===== src/rtl/hc05_pkg.sv =====
// Shared types and constants for the HC-05 transmit scheduler.
// Optional header byte per packet is enabled by HC05_TX_HDR_EN.
package hc05_pkg;

  typedef enum logic [2:0] {
    IDLE,
    HDR,
    FETCH,
    WAIT_END,
    GAP
  } state_t;

  localparam logic [7:0] HDR_BASE = 8'hA0;
  localparam int DEF_GAP_CYCLES = 16;
  localparam int DEF_TIMEOUT = 1000000;

endpackage


===== src/rtl/hc05_rr_arb.sv =====
// Combinational round-robin pick: first valid requester after i_ptr.
// Shared with the receive-side dispatcher.
module hc05_rr_arb #(
  parameter int N_REQ = 2,
  parameter int IW = 1
) (
  input  logic [N_REQ-1:0] i_valid,
  input  logic [IW-1:0]    i_ptr,
  output logic             o_any,
  output logic [N_REQ-1:0] o_gnt,
  output logic [IW-1:0]    o_idx
);

  localparam logic [IW-1:0] LAST = IW'(N_REQ - 1);

  logic [IW-1:0] w_j;
  logic          w_hit;

  assign o_any = |i_valid;

  always_comb begin
    o_gnt = '0;
    o_idx = '0;
    w_hit = 1'b0;
    w_j = i_ptr;
    for (int k = 0; k < N_REQ; k++) begin
      w_j = (w_j == LAST) ? '0 : w_j + 1'b1;
      if (!w_hit && i_valid[w_j]) begin
        w_hit = 1'b1;
        o_gnt[w_j] = 1'b1;
        o_idx = w_j;
      end
    end
  end

endmodule


===== src/rtl/hc05_tx_sched.sv =====
// Packet round-robin scheduler feeding the single HC-05 UART transmitter.
// Define HC05_TX_HDR_EN to prefix every packet with an 8'hA0|index byte.
module hc05_tx_sched
  import hc05_pkg::*;
#(
  parameter int N_REQ = 2,
  parameter int GAP_CYCLES = DEF_GAP_CYCLES,
  parameter int TIMEOUT = DEF_TIMEOUT
) (
  input  logic               sys_clk,
  input  logic               sys_rst_n,
  input  logic [N_REQ-1:0]   req_valid,
  input  logic [8*N_REQ-1:0] req_data,
  input  logic [N_REQ-1:0]   req_last,
  output logic [N_REQ-1:0]   req_ready,
  output logic [7:0]         uart_data,
  output logic               uart_flag,
  input  logic               uart_tx_end,
  output logic [N_REQ-1:0]   grant,
  output logic               busy,
  output logic               abort
);

  localparam int IW = (N_REQ > 2) ? 2 : 1;
  localparam logic [IW-1:0] PTR_RST = IW'(N_REQ - 1);
  localparam logic [31:0] TO_LAST = 32'(TIMEOUT - 1);
  localparam logic [31:0] GAP_LAST = 32'(GAP_CYCLES - 1);
  localparam state_t POST = (GAP_CYCLES == 0) ? IDLE : GAP;

  state_t            r_state, w_state;
  logic [N_REQ-1:0]  r_grant, w_grant;
  logic [IW-1:0]     r_ptr, w_ptr;
  logic [7:0]        r_data, w_data;
  logic              r_flag, w_flag;
  logic              r_last, w_last;
  logic              r_abort, w_abort;
  logic              r_busy;
  logic [31:0]       r_tcnt, w_tcnt;
  logic [31:0]       r_gcnt, w_gcnt;

  logic              w_any;
  logic [N_REQ-1:0]  w_arb_gnt;
  logic [IW-1:0]     w_arb_idx;
  logic              w_sel_valid;
  logic [7:0]        w_sel_data;
  logic              w_sel_last;
  logic              w_end;

  hc05_rr_arb #(
    .N_REQ (N_REQ),
    .IW    (IW)
  ) u_arb (
    .i_valid (req_valid),
    .i_ptr   (r_ptr),
    .o_any   (w_any),
    .o_gnt   (w_arb_gnt),
    .o_idx   (w_arb_idx)
  );

  always_comb begin
    w_sel_data = '0;
    w_sel_last = 1'b0;
    for (int i = 0; i < N_REQ; i++) begin
      if (r_grant[i]) begin
        w_sel_data = req_data[8*i +: 8];
        w_sel_last = req_last[i];
      end
    end
  end

  assign w_sel_valid = |(req_valid & r_grant);
  // an end pulse coincident with our own strobe belongs to the previous byte
  assign w_end = uart_tx_end & ~r_flag;

  always_comb begin
    w_state = r_state;
    w_grant = r_grant;
    w_ptr = r_ptr;
    w_data = r_data;
    w_flag = 1'b0;
    w_last = r_last;
    w_abort = 1'b0;
    w_tcnt = r_tcnt;
    w_gcnt = r_gcnt;
    unique case (r_state)
      IDLE: begin
        if (w_any) begin
          w_grant = w_arb_gnt;
          w_ptr = w_arb_idx;
          w_tcnt = '0;
`ifdef HC05_TX_HDR_EN
          w_state = HDR;
          w_data = HDR_BASE | 8'(w_arb_idx);
          w_flag = 1'b1;
`else
          w_state = FETCH;
`endif
        end
      end
      HDR: begin
        if (w_end) begin
          w_state = FETCH;
          w_tcnt = '0;
        end
      end
      FETCH: begin
        if (w_sel_valid) begin
          w_data = w_sel_data;
          w_last = w_sel_last;
          w_flag = 1'b1;
          w_tcnt = '0;
          w_state = WAIT_END;
        end else if (r_tcnt == TO_LAST) begin
          w_abort = 1'b1;
          w_grant = '0;
          w_gcnt = '0;
          w_state = POST;
        end else begin
          w_tcnt = r_tcnt + 32'd1;
        end
      end
      WAIT_END: begin
        if (w_end) begin
          if (r_last) begin
            w_gcnt = '0;
            w_state = POST;
          end else begin
            w_tcnt = '0;
            w_state = FETCH;
          end
        end
      end
      GAP: begin
        if (r_gcnt == GAP_LAST) begin
          w_gcnt = '0;
          w_state = IDLE;
        end else begin
          w_gcnt = r_gcnt + 32'd1;
        end
      end
      default: w_state = IDLE;
    endcase
    if (w_state == IDLE) w_grant = '0;
  end

  always_ff @(posedge sys_clk or negedge sys_rst_n) begin
    if (!sys_rst_n) begin
      r_state <= IDLE;
      r_grant <= '0;
      r_ptr <= PTR_RST;
      r_data <= '0;
      r_flag <= 1'b0;
      r_last <= 1'b0;
      r_abort <= 1'b0;
      r_busy <= 1'b0;
      r_tcnt <= '0;
      r_gcnt <= '0;
    end else begin
      r_state <= w_state;
      r_grant <= w_grant;
      r_ptr <= w_ptr;
      r_data <= w_data;
      r_flag <= w_flag;
      r_last <= w_last;
      r_abort <= w_abort;
      r_busy <= (w_state != IDLE);
      r_tcnt <= w_tcnt;
      r_gcnt <= w_gcnt;
    end
  end

  assign req_ready = (r_state == FETCH) ? r_grant : '0;
  assign uart_data = r_data;
  assign uart_flag = r_flag;
  assign grant = r_grant;
  assign busy = r_busy;
  assign abort = r_abort;

endmodule


===== config.mk =====
export PLATFORM = sky130hd
export DESIGN_NAME = hc05_tx_sched
export DESIGN_NICKNAME = d
export VERILOG_FILES = /design/src/rtl/hc05_pkg.sv /design/src/rtl/hc05_rr_arb.sv /design/src/rtl/hc05_tx_sched.sv
export SDC_FILE = /design/constraint.sdc
export NUM_CORES = 1
export LEC_CHECK = 0
export BUFFER_PORTS_ARGS = -buffer_cell sky130_fd_sc_hd__buf_4
export CORE_MARGIN = 8
export CORE_UTILIZATION = 55
export CTS_CLUSTER_SIZE = 14
export DETAILED_ROUTE_END_ITERATION = 7
export GPL_ROUTABILITY_DRIVEN = 0
export PLACE_DENSITY = 0.74
export SETUP_SLACK_MARGIN = 0.02
export SLEW_MARGIN = 20
export SYNTH_ARGS = -nofsm -noshare
export SYNTH_HDL_FRONTEND = slang
export SYNTH_SLANG_ARGS = --single-unit
export TNS_END_PERCENT = 100

===== constraint.sdc =====
create_clock -name sys_clk -period 2.54 [get_ports sys_clk]
set_input_delay 0.762 -clock sys_clk [delete_from_list [all_inputs] [get_ports sys_clk]]
set_output_delay 0.762 -clock sys_clk [all_outputs]
set_load 0.02 [all_outputs]

==> run summary <==
Final Cycle Share - 0.960
leakage dissipation - 2.55 nW
max frequency - 0.410 GHz
Max Slew Vio Count - 0
# H-tree levels - 3
Worst path slowest cell - or4_4
syn nets - 557
Multi-input gate area - 2620 sq um
area grow syn2layout - 15.5%
Yosys reg bits - 82
Die Wd - 110 um
peak supply drop - 0.000568 V
number of synthesized flops with an enable pin - 0
Worst-Skew Late Latency - 350 ps
outcome - complete, no violations
post-synthesis cell type count - 62
largest cells by area after synthesis - dfrtp_1 (42%), nand3_1 (4.4%), nand4_1 (3.7%)
Post-synth top cells - dfrtp_1 (81), nand2_1 (44), nand3_1 (43)
# rows - 34
Cell Area, Synth - 4850 sq um
dpl cells - 674
Avg Cell Area, Syn - 9.11 sq um
Synth area leader - dfrtp_1
worst hold path type - in2async
Crit Path Class - reg2reg
Max clock buf depth - 2
Mapped Cells - 532
count leader, synth - dfrtp_1
Max-cap violations - 0
post-layout util - 0.649
I/O Buffers - 37
Post-synth ARST share - 1.00
Slew HR - 0.620
CTS Hold Bufs - 0
# DRC - 0
Post-Route Skew - 8.70 ps
hold_ws - 394 ps
core area - 8640 sq um
CTS Buf Count - 9
routed len/inst - 17.7 um
vias per cell - 6.65
full die area - 12100 sq um
Root Buffer - clkbuf_8
IO Count - 38
Filler Cells Inserted - 734
# nets final - 603
Sink Count - 82
Worst EP required - 2810 ps
post-synth top area share - 0.418
Ant. Diodes - 0
Initial DRT Pass Iterations - 7
share of post-route cells with drive strength above 1 - 0.178
CP Max Fanout - 22
setup TNS - 0 ps
sequential fraction of the synthesis area - 0.423
vias in the first global route - 4366
CTS tree - built
yosys warns - 0
fin cells - 691
crit end category - flop
Post-DRT Antenna Nets - 0
crit path cell chain - ha_1, and3_1, nand3_1, or4_4, buf_12, or4_1, a21oi_1
Slew @ Worst Pin - 569 ps
RSZ-0062 raised after global routing - no
DR vias - 4595
power density of the placed cells - 702 nW/um^2
first-pass GRT wire length - 20.7 mm
initial antenna violation count - 0
Starting Density - 0.561
crit-path max cell delay - 580 ps
startpoint types - flop
total gr overflow - 0
Post-Route WL - 12.2 mm
largest net degree at the start of global routing - 41
final hold violations - 0
CP arrival - 2710 ps
CTS clk-pin slew, worst paths - 90 ps
Die Y - 110 um
Total GRT Usage - 0.212
crit path time final - 2440 ps
initial DRC count - 324
sum of net half-perimeters after detailed placement - 8.53 mm
Final Setup Violations - 0
Synth Flop Type - dfrtp_1
FF/Latch Area - 2050 sq um
## where the power goes
part | internal [mW] | switching, mW
Clock | 0.513 | 0.475
Combinational | 0.523 | 0.861
Sequential | 1.44 | 0.122
## registers in the layout, summed over array words and instances, names as in the netlist, named ones only
| name | flops |
|---|---|
| r_gcnt | 32 |
| r_tcnt | 32 |
| uart_data | 8 |
| r_state | 3 |
| grant | 2 |
| abort | 1 |
| busy | 1 |
| r_last | 1 |
| uart_flag | 1 |
## layout make-up
cell class,count,share of cell area
clock inverters,3,0.00849
multi-input cells,407,0.468
flip-flops and latches,82,0.367
inverters,7,0.00469
repair buffers,71,0.0996
well taps,108,0.0241
clock buffers,13,0.0284
## final timing paths
kind                              start           end  slack [ps]  depth (start not counted)
min in group sys_clk       uart_data[7]  uart_data[7]         490                          2
max in group asynchronous     sys_rst_n     async pin        1520                          2
setup reg to reg              r_tcnt[0]    r_tcnt[30]         100                          7
setup / recovery              r_tcnt[0]    r_tcnt[30]         100                          7
hold / removal                sys_rst_n    r_tcnt[31]         390                          1
hold reg to reg            uart_data[7]  uart_data[7]         490                          2
## cells in the final DEF, fill, tap and decap left out, types with 2 or more instances in the layout
master / n
dfrtp_1: 81
buf_4: 69
nand2_1: 44
nand3_1: 43
nand4_1: 29
nor3_1: 28
and3_1: 26
o21ai_0: 25
nor4_1: 22
a211o_1: 18
o31ai_1: 16
a21oi_1: 14
or4_1: 14
nor2_1: 12
clkbuf_8: 11
nand2b_1: 10
a22oi_1: 10
mux2i_1: 9
inv_1: 7
o211a_1: 7
a22o_1: 6
o211ai_1: 5
a21o_1: 5
or3_1: 5
and2_1: 4
a221o_1: 4
o311ai_0: 4
nor4b_2: 3
nor2b_1: 3
and4_1: 3
nor3b_1: 3
nor4_2: 2
or4_4: 2
xor2_1: 2
a31oi_1: 2
ha_1: 2
clkbuf_1: 2
clkinv_4: 2
buf_12: 2
## stage by stage
stage / setup slack, ps / cell area, sq um / power, mW
global route: 2.48 / 5600 / 4.17
global placement: 60.6 / 5370 / 2.92
detailed placement: 16.1 / 5370 / 2.95
CTS: 92.2 / 5580 / 3.95
floorplan: 80.8 / 4850 / 2.50
finish: 102 / 5600 / 3.94
## repair_timing
| action | 4_1_cts | 5_1_grt |
|---|---|---|
| setup buffers | 0 | 1 |
| endpoints found under the setup margin | 2 | 17 |
| pin swaps | 0 | 0 |
| resized for setup | 1 | 4 |
## critical path: cells and delay by family (launching register included)
kind	cells	cell delay, ps
AOI/OAI and AO/OA	1	170
DFF	1	390
and+or+nand+nor	4	1430
adders and majority gates	1	200
buffers and inverters	1	170
## kinds of logic after synthesis
kind of cell / Yosys count / share of synthesized area
adder cells (fa/ha/maj): 2 / 0.00516
multiplexers: 9 / 0.0186
flip-flops: 82 / 0.423
AND/OR/NAND/NOR: 264 / 0.312
AO/OA/AOI/OAI: 129 / 0.194
XOR/XNOR: 3 / 0.00542
buffers and inverters: 43 / 0.0415
## routing by layer
metal	up-vias	wire [um]	GRT usage	share of wire
li1	2171	-	-	-
met1	2235	5500	0.284	0.45
met2	173	5740	0.334	0.47
met3	16	833	0.0451	0.068
met4	0	159	0.0704	0.013
met5	-	0	0	0
(Power assumes the default switching activity.)
